==> config.mk <==
export PLATFORM = sky130hd
export DESIGN_NAME = alu_seq
export DESIGN_NICKNAME = d
export VERILOG_FILES = /design/src/rtl/alu_seq.sv
export SDC_FILE = /design/constraint.sdc
export NUM_CORES = 1
export LEC_CHECK = 0
export CORE_ASPECT_RATIO = 1.1
export CORE_MARGIN = 4
export CORE_UTILIZATION = 40
export DETAILED_ROUTE_END_ITERATION = 7
export PLACE_DENSITY = 0.68
export SYNTH_ARGS = -nofsm -noshare
export SYNTH_HDL_FRONTEND = slang
export SYNTH_SLANG_ARGS = --single-unit
export TNS_END_PERCENT = 20
==> constraint.sdc <==
create_clock -name clk -period 3.7 [get_ports clk]
set_clock_uncertainty 0.05 [all_clocks]
set_input_delay 0.74 -clock clk [delete_from_list [all_inputs] [get_ports clk]]
set_output_delay 0.74 -clock clk [all_outputs]
set_load 0.05 [all_outputs]
==> src/rtl/alu_seq.sv <==
// Handshaked ALU with registered results/flags and a multi-cycle unsigned
// shift-add multiply that returns a double-width product.
module alu_seq #(
    parameter int WIDTH = 8,
    parameter int CNT_W = $clog2(WIDTH) + 1
) (
    input  logic             clk,
    input  logic             rst_n,
    input  logic             in_valid,
    output logic             in_ready,
    input  logic [4:0]       opcode,
    input  logic [WIDTH-1:0] operand_A,
    input  logic [WIDTH-1:0] operand_B,
    input  logic             carry_in,
    input  logic             borrow_in,
    output logic             out_valid,
    input  logic             out_ready,
    output logic [WIDTH-1:0] result_out,
    output logic [WIDTH-1:0] result_hi,
    output logic             carry_out,
    output logic             borrow_out,
    output logic             overflow,
    output logic             zero,
    output logic             negative,
    output logic             illegal
);

    typedef enum logic [1:0] {S_IDLE, S_MUL, S_DONE} state_t;

    localparam logic [4:0] OP_ADD   = 5'd0,  OP_CADD  = 5'd1,  OP_SUB   = 5'd2,  OP_BSUB  = 5'd3;
    localparam logic [4:0] OP_NEG   = 5'd4,  OP_INC   = 5'd5,  OP_DEC   = 5'd6,  OP_PASS  = 5'd7;
    localparam logic [4:0] OP_AND   = 5'd8,  OP_OR    = 5'd9,  OP_XOR   = 5'd10, OP_COMP  = 5'd11;
    localparam logic [4:0] OP_LASL  = 5'd12, OP_RASR  = 5'd13, OP_LLSL  = 5'd14, OP_RLSR  = 5'd15;
    localparam logic [4:0] OP_LROT  = 5'd16, OP_RROT  = 5'd17, OP_LCROT = 5'd18, OP_RCROT = 5'd19;
    localparam logic [4:0] OP_MUL   = 5'd20;

    localparam logic [WIDTH-1:0] MIN_VAL = {1'b1, {(WIDTH-1){1'b0}}};
    localparam logic [WIDTH-1:0] MAX_VAL = {1'b0, {(WIDTH-1){1'b1}}};

    state_t               state_q, state_d;
    logic [2*WIDTH-1:0]   acc_q, acc_d, mcand_q, mcand_d;
    logic [WIDTH-1:0]     mplier_q, mplier_d;
    logic [CNT_W-1:0]     cnt_q, cnt_d;
    logic [WIDTH-1:0]     res_q, res_d, hi_q, hi_d;
    logic                 carry_q, carry_d, borrow_q, borrow_d, ovf_q, ovf_d;
    logic                 zero_q, zero_d, neg_q, neg_d, ill_q, ill_d;

    logic [WIDTH:0]       sum_w, dif_w;
    logic [WIDTH-1:0]     alu_res;
    logic                 alu_c, alu_b, alu_v, alu_ill;
    logic                 a_s, b_s;
    logic [2*WIDTH-1:0]   acc_nxt;

    assign a_s = operand_A[WIDTH-1];
    assign b_s = operand_B[WIDTH-1];

    // Extra top bit of the WIDTH+1 sums is the unsigned carry / borrow.
    assign sum_w = {1'b0, operand_A} + {1'b0, operand_B}
                 + {{WIDTH{1'b0}}, (opcode == OP_CADD) & carry_in};
    assign dif_w = {1'b0, operand_A} - {1'b0, operand_B}
                 - {{WIDTH{1'b0}}, (opcode == OP_BSUB) & borrow_in};

    always_comb begin
        // NOTE: every combinational output gets a default first so no path leaves it unassigned (no latches).
        alu_res = '0;
        alu_c   = 1'b0;
        alu_b   = 1'b0;
        alu_v   = 1'b0;
        alu_ill = 1'b0;
        case (opcode)
            OP_ADD, OP_CADD: begin
                alu_res = sum_w[WIDTH-1:0];
                alu_c   = sum_w[WIDTH];
                alu_v   = (a_s == b_s) && (alu_res[WIDTH-1] != a_s);
            end
            OP_SUB, OP_BSUB: begin
                alu_res = dif_w[WIDTH-1:0];
                alu_b   = dif_w[WIDTH];
                alu_v   = (a_s != b_s) && (alu_res[WIDTH-1] != a_s);
            end
            OP_NEG: begin
                alu_res = '0 - operand_A;
                alu_v   = (operand_A == MIN_VAL);
            end
            OP_INC: begin
                alu_res = operand_A + WIDTH'(1);
                alu_c   = &operand_A;
                alu_v   = (operand_A == MAX_VAL);
            end
            OP_DEC: begin
                alu_res = operand_A - WIDTH'(1);
                alu_b   = (operand_A == '0);
                alu_v   = (operand_A == MIN_VAL);
            end
            OP_PASS: alu_res = operand_A;
            OP_AND:  alu_res = operand_A & operand_B;
            OP_OR:   alu_res = operand_A | operand_B;
            OP_XOR:  alu_res = operand_A ^ operand_B;
            OP_COMP: alu_res = ~operand_A;
            OP_LASL, OP_LLSL: begin
                alu_res = {operand_A[WIDTH-2:0], 1'b0};
                alu_c   = operand_A[WIDTH-1];
                alu_v   = (opcode == OP_LASL) && (operand_A[WIDTH-1] ^ operand_A[WIDTH-2]);
            end
            OP_RASR: begin
                alu_res = {operand_A[WIDTH-1], operand_A[WIDTH-1:1]};
                alu_c   = operand_A[0];
            end
            OP_RLSR: begin
                alu_res = {1'b0, operand_A[WIDTH-1:1]};
                alu_c   = operand_A[0];
            end
            OP_LROT: begin
                alu_res = {operand_A[WIDTH-2:0], operand_A[WIDTH-1]};
                alu_c   = operand_A[WIDTH-1];
            end
            OP_RROT: begin
                alu_res = {operand_A[0], operand_A[WIDTH-1:1]};
                alu_c   = operand_A[0];
            end
            OP_LCROT: begin
                alu_res = {operand_A[WIDTH-2:0], carry_in};
                alu_c   = operand_A[WIDTH-1];
            end
            OP_RCROT: begin
                alu_res = {carry_in, operand_A[WIDTH-1:1]};
                alu_c   = operand_A[0];
            end
            OP_MUL: alu_ill = 1'b0;
            default: alu_ill = 1'b1;
        endcase
    end

    assign acc_nxt = acc_q + (mplier_q[0] ? mcand_q : '0);

    always_comb begin
        state_d  = state_q;
        acc_d    = acc_q;
        mcand_d  = mcand_q;
        mplier_d = mplier_q;
        cnt_d    = cnt_q;
        res_d    = res_q;
        hi_d     = hi_q;
        carry_d  = carry_q;
        borrow_d = borrow_q;
        ovf_d    = ovf_q;
        zero_d   = zero_q;
        neg_d    = neg_q;
        ill_d    = ill_q;
        case (state_q)
            S_IDLE: begin
                if (in_valid) begin
                    if (opcode == OP_MUL) begin
                        state_d  = S_MUL;
                        acc_d    = '0;
                        mcand_d  = {{WIDTH{1'b0}}, operand_A};
                        mplier_d = operand_B;
                        cnt_d    = '0;
                    end else begin
                        state_d  = S_DONE;
                        res_d    = alu_res;
                        hi_d     = '0;
                        carry_d  = alu_c;
                        borrow_d = alu_b;
                        ovf_d    = alu_v;
                        zero_d   = (alu_res == '0);
                        neg_d    = alu_res[WIDTH-1];
                        ill_d    = alu_ill;
                    end
                end
            end
            S_MUL: begin
                acc_d    = acc_nxt;
                mcand_d  = {mcand_q[2*WIDTH-2:0], 1'b0};
                mplier_d = {1'b0, mplier_q[WIDTH-1:1]};
                cnt_d    = cnt_q + CNT_W'(1);
                if (cnt_q == CNT_W'(WIDTH - 1)) begin
                    state_d  = S_DONE;
                    res_d    = acc_nxt[WIDTH-1:0];
                    hi_d     = acc_nxt[2*WIDTH-1:WIDTH];
                    carry_d  = 1'b0;
                    borrow_d = 1'b0;
                    ovf_d    = (acc_nxt[2*WIDTH-1:WIDTH] != '0);
                    zero_d   = (acc_nxt[WIDTH-1:0] == '0);
                    neg_d    = acc_nxt[WIDTH-1];
                    ill_d    = 1'b0;
                end
            end
            S_DONE: begin
                if (out_ready) state_d = S_IDLE;
            end
            default: state_d = S_IDLE;
        endcase
    end

    // NOTE: sequential state uses non-blocking assignments so every register samples pre-edge values.
    always_ff @(posedge clk or negedge rst_n) begin
        if (!rst_n) begin
            state_q  <= S_IDLE;
            acc_q    <= '0;
            mcand_q  <= '0;
            mplier_q <= '0;
            cnt_q    <= '0;
            res_q    <= '0;
            hi_q     <= '0;
            carry_q  <= 1'b0;
            borrow_q <= 1'b0;
            ovf_q    <= 1'b0;
            zero_q   <= 1'b0;
            neg_q    <= 1'b0;
            ill_q    <= 1'b0;
        end else begin
            state_q  <= state_d;
            acc_q    <= acc_d;
            mcand_q  <= mcand_d;
            mplier_q <= mplier_d;
            cnt_q    <= cnt_d;
            res_q    <= res_d;
            hi_q     <= hi_d;
            carry_q  <= carry_d;
            borrow_q <= borrow_d;
            ovf_q    <= ovf_d;
            zero_q   <= zero_d;
            neg_q    <= neg_d;
            ill_q    <= ill_d;
        end
    end

    assign in_ready   = (state_q == S_IDLE);
    assign out_valid  = (state_q == S_DONE);
    assign result_out = res_q;
    assign result_hi  = hi_q;
    assign carry_out  = carry_q;
    assign borrow_out = borrow_q;
    assign overflow   = ovf_q;
    assign zero       = zero_q;
    assign negative   = neg_q;
    assign illegal    = ill_q;

endmodule
* Yosys cells after proc, flatten, opt, wreduce, memory -nomap -nowiden
Index checks and enable logic that the tools add are counted.
** Operators by class
- Add/sub/neg operators :: 9
- Mux-type cells :: 53
- Bitwise logic cells :: 7
- Reduce and logical (&&, ||, !) cells :: 21
- Eq/ne operators :: 34
** Operators by type and width (number)
- $pmux W8 S17 :: 1
- $mux W16 :: 5
- $mux W8 :: 8
- $pmux W16 S2 :: 2
- $pmux W8 S2 :: 3
- $eq A5 B4 Y1 const B :: 8
- $eq A5 B5 Y1 const B :: 5
- $logic_not A8 Y1 :: 3
- $eq A5 B3 Y1 const B :: 4
- $reduce_or A20 Y1 :: 1
- $mux W1 :: 17
- $add A16 B16 Y16 :: 1
- $pmux W1 S2 :: 7
- $eq A5 B2 Y1 const B :: 2
- $add A8 B8 Y9 :: 1
- $add A9 B1 Y9 :: 1
- $sub A8 B8 Y9 :: 1
- $sub A9 B1 Y9 :: 1
- $add A8 B1 Y8 const B :: 1
- $and A8 B8 Y8 :: 1
- $eq A8 B7 Y1 const B :: 1
- $eq A8 B8 Y1 const B :: 1
- $mux W2 :: 4
- $mux W4 :: 2
- 30 further kinds :: 43
** Word-level totals
- Logic and storage cells :: 137
- Bits in registers :: 68
- Output and inout port bits :: 24
- Input bits :: 27

* Depth between registers and ports, before layout
- Depth in word-level cells :: 9
- Mapped depth :: 14
- Gate-level depth less buffers :: 13

* Least setup slack after synthesis
No wires, ideal clock.
- Path type :: input to register
- Start :: input opcode[4]
- End :: register ovf_q (netlist: overflow)
- Stages on the path :: 12
- Path buffers :: 0
- Data required time :: 3526 ps
- Setup time :: 124 ps
- Slack :: -479 ps
- Data arrival time :: 4005 ps
- Path through :: nor4b_1 nand3_1 fa_1 ha_1 o21ai_0 a211oi_1 a21oi_1 or4_1 xnor2_1 a31oi_1 o2bb2ai_1 o31a_1
** Between the ends
- Longest elaborated chain between the ends :: 9
- Elaborated cells between the ends (all ways) :: 29
- Those cells by class :: add/sub (2); eq/ne (12); mux (4); bitwise (2); reduce/logical (9)
** RTL lines
- start, declared :: RTL line 11 : input logic [4:0] opcode,
- $eq A5 B2 Y1 or $eq A5 B1 Y1 (tied branches) :: RTL line 61, 70, 59
- $and A1 B1 Y1 (on tied branches) :: RTL line 61, 59
- $sub A9 B1 Y9 or $add A9 B1 Y9 (tied branches) :: RTL line 61, 59
- $ne A1 B1 Y1 (on tied branches) :: RTL line 79, 74
- $logic_and A1 B1 Y1 (on tied branches) :: RTL line 79, 74
- $pmux W1 S5 :: RTL line 70 : case (opcode)
- $mux W1 :: RTL line 153 : if (opcode == OP_MUL) begin
- $mux W1 :: RTL line 152 : if (in_valid) begin
- $pmux W1 S2 :: RTL line 150 : case (state_q)
- end signal, assigned :: RTL line 222 : ovf_q <= ovf_d;
- end, declared :: RTL line 45 : logic carry_q, carry_d, borrow_q, borrow_d, ovf_q, ovf_d;
Several ways; a longest one is shown, not always the timed one. The select of a mux whose other input is x is not followed.
A chain may end at the register's enable or synchronous reset.

* Worst setup path in the final report
- Start :: input borrow_in
- End :: register ovf_q (netlist: overflow)
** Between the ends
- Longest elaborated chain between the ends :: 8
** RTL lines
- start, declared :: RTL line 15 : input logic borrow_in,
- $and A1 B1 Y1 :: RTL line 61 : - {{WIDTH{1'b0}}, (opcode == OP_BSUB) & borrow_in};
- $sub A9 B1 Y9 :: RTL line 61
- $ne A1 B1 Y1 :: RTL line 79 : alu_v = (a_s != b_s) && (alu_res[WIDTH-1] != a_s);
- $logic_and A1 B1 Y1 :: RTL line 79
- $pmux W1 S5 :: RTL line 70
- $mux W1 :: RTL line 153
- $mux W1 :: RTL line 152
- $pmux W1 S2 :: RTL line 150
No other way between the ends. The select of a mux whose other input is x is not followed.

==> results.toml <==
[critical_path]
endpoint_kind = "flip-flop"
cp_max_fo = 3
start_kind = "input pin"
crit_family = "compound AO/OA/AOI/OAI gates"
critical-path-slowest-cell = "fa_2"
worst-path-buf-inv = 2
path_cells = "clkdlybuf4s50_1, nand3_2, fa_2, inv_2, ha_4, o21ai_4, a211oi_4, and4b_1, or4_4, xnor2_2, a31oi_1, o2bb2ai_1, o31a_1"
arrival_ns = 3.78
worstPathRequired_ns = 3.87
cpPeakStageDelay_ns = 0.58
crit_type = "in -> reg"

[logic_synthesis]
async_reset_ff_share_pct = 100
synth.most_common_cell = "dfrtp_1"
syn_avg_cell_area_um2 = 8.49
synthTopCellsByCount = "dfrtp_1, nand2_1, ha_1"
synth_nets = 771
synthFlopType = "dfrtp_1"
synth_top_area_share_pct = 29.0
synth-seq-area-share_pct = 29.0
yosys-top-cells-area = "dfrtp_1, ha_1, a22o_1, a21oi_1, o21ai_0"
netlist_instances = 682
ys_types = 74
synth_top_cell_by_area = "dfrtp_1"
netlist_area_um2 = 5790
synth_edf_count = 0
yosys_warnings = 0
ys_ff_latch = 67

[sta]
max_freq_ghz = 0.276
finalSetupViolations = 0
worst_slack_ns = 0.0822
relSlewSlack_pct = 44.2
rsz0062_at_grt = "true"
hold_viol_final = 0
worst_pin_slew_ns = 0.838
fin_tns_setup_ns = 0
post-route-period-util_pct = 97.8
fin_crit_ns = 3.62
maxSlewViolCount = 0
whs_ns = 0.432

[final_layout]
area_growth_pct = 29.8
layout-drive-gt1-share_pct = 17.9
nets = 884
fin_cells = 988
fillers = 1245
stdcell_area_um2 = 7510
utilization_pct = 53.6
n_antenna_cell = 0

[floorplanning]
core_um2 = 14000
start_util_pct = 41.3
die_height_um = 134
ios = 51
die_w_um = 123
rows = 45
dieArea_um2 = 16500

[global_routing]
grt.met1_usage_pct = 31.4
grt_usage_pct = 23.4
grt_max_degree = 42
grt_use_met2_pct = 37.4
grtUsageMet3_pct = 3.80
gr-max-usage-layer = "met2"
grt_pass1_vias = 5780
grt_antenna_before_repair = 0
grt.overflow.total = 0
grt_pass1_wl_um = 30400

[clock_tree]
cts_buffers = 9
cts_tree = "yes"
hold_buffers = 0
insertion_delay_ns = 0.34
ctsRootBufferMaster = "clkbuf_16"
cts.sinks = 67
cts_max_level = 3
clk_pin_slew_ns = 0.06
cts_buffer_depth = 2
postCtsSetupBuffers = 0

[place]
dpl_cell_area_um2 = 7050
dp_hpwl_um = 14700
portBuffers = 50
place.gp.congestion = 0.940
dp_slack_ns = -0.822
dp_cells = 972

[drt]
dr.first_iter.drc_count = 553
via_per_inst = 5.80
vias = 5730
drt-total-wl_um = 18900
avgRoutedWirePerCell_um = 19.1
drtAntennaViolNets = 0
drtPass1Iterations = 6
drcViolationCount = 0

[power]
p_leak_nw = 3.46
p_per_area_nw_per_um2 = 531
vdd_drop_max_mv = 0.288
p_total_mw = 3.99

[status]
status = "completed"

[worst_hold_path]
hold_class = "reg -> reg"

[job]
drv_cap = 0
cell families (layout without fill, tap and decap cells):
logic type	Yosys count	count (layout)	synth area share [%]
multiplexers	11	11	1.95
AO/OA/AOI/OAI	220	220	25.8
AND/OR/NAND/NOR	216	216	18.6
XOR/XNOR	33	33	5.25
flip-flops	67	67	29.0
adder cells (fa/ha/maj)	62	62	14.2
buffers and inverters	73	191	5.21
worst register-to-register path: stages (launching register included):
cell,delay [ns]
dfrtp_1,0.43
and2_1,0.21
ha_1,0.22
fa_1,0.45
a211oi_1,0.37
o21ai_1,0.17
a31oi_1,0.41
xnor2_1,0.21
nor3_1,0.28
a41oi_1,0.20
o31a_1,0.32
cell type report:
cell class              instances  area, um^2  share of cell area (%)
inverters                      37         139                    1.85
well taps                     188         235                    3.13
flip-flops and latches         67        1680                    22.3
clock inverters                 3        68.8                   0.916
clock buffers                  13         270                    3.60
multi-input cells             542        3970                    52.8
repair buffers                138        1150                    15.4
path summary, 6_finish.rpt:
kind / slack (ns) / depth (start not counted) / end / from
setup / recovery: 0.08 / 13 / overflow / borrow_in
hold / removal: 0.43 / 2 / mplier_q[3] / mplier_q[3]
setup reg to reg: 0.27 / 10 / overflow / mplier_q[0]
hold reg to reg: 0.43 / 2 / mplier_q[3] / mplier_q[3]
max in group asynchronous: 2.40 / 2 / acc_q[13] / rst_n
min in group asynchronous: 0.46 / 1 / zero / rst_n
report_power, final:
part | leakage (nW) | internal (mW) | switching [mW]
combinational | 2.42 | 0.751 | 1.11
sequential | 0.875 | 0.970 | 0.196
clock | 0.166 | 0.646 | 0.315
metal layers:
| layer | share of wire (%) | wire length, um |
|---|---|---|
| met1 | 44 | 8400 |
| met2 | 46 | 8720 |
| met3 | 5.9 | 1120 |
| met4 | 3.6 | 674 |
| met5 | 0 | 0 |
cells in the final DEF, fill, tap and decap left out, types with 9 or more instances in the layout:
cell              n
buf_4            88
nand2_1          58
clkdlybuf4s50_1  43
o21ai_0          47
a22o_1           31
a21oi_1          49
ha_1             53
nor3_1           12
o22ai_1           9
clkbuf_16         9
and2_1           17
xnor2_1          23
o21a_1            9
a21o_1           10
dfrtp_1          67
nand3_1          18
nor2_1           53
inv_1            35
nand4_1           9
mux2i_1           9
flip-flops by register name (all words and copies together) (netlist names):
signal and cells:
acc_q 16, overflow 1, zero 1, state_q 2, mcand_q 16, result_hi 8
result_out 8, borrow_out 1, mplier_q 8, illegal 1, cnt_q 4, carry_out 1
repair_timing:
| item | 4_1_cts | 5_1_grt |
|---|---|---|
| setup endpoints to repair | 8 | 6 |
| pin swaps | 13 | 12 |
| gates resized for setup | 23 | 25 |
(Power assumes the default switching activity.)
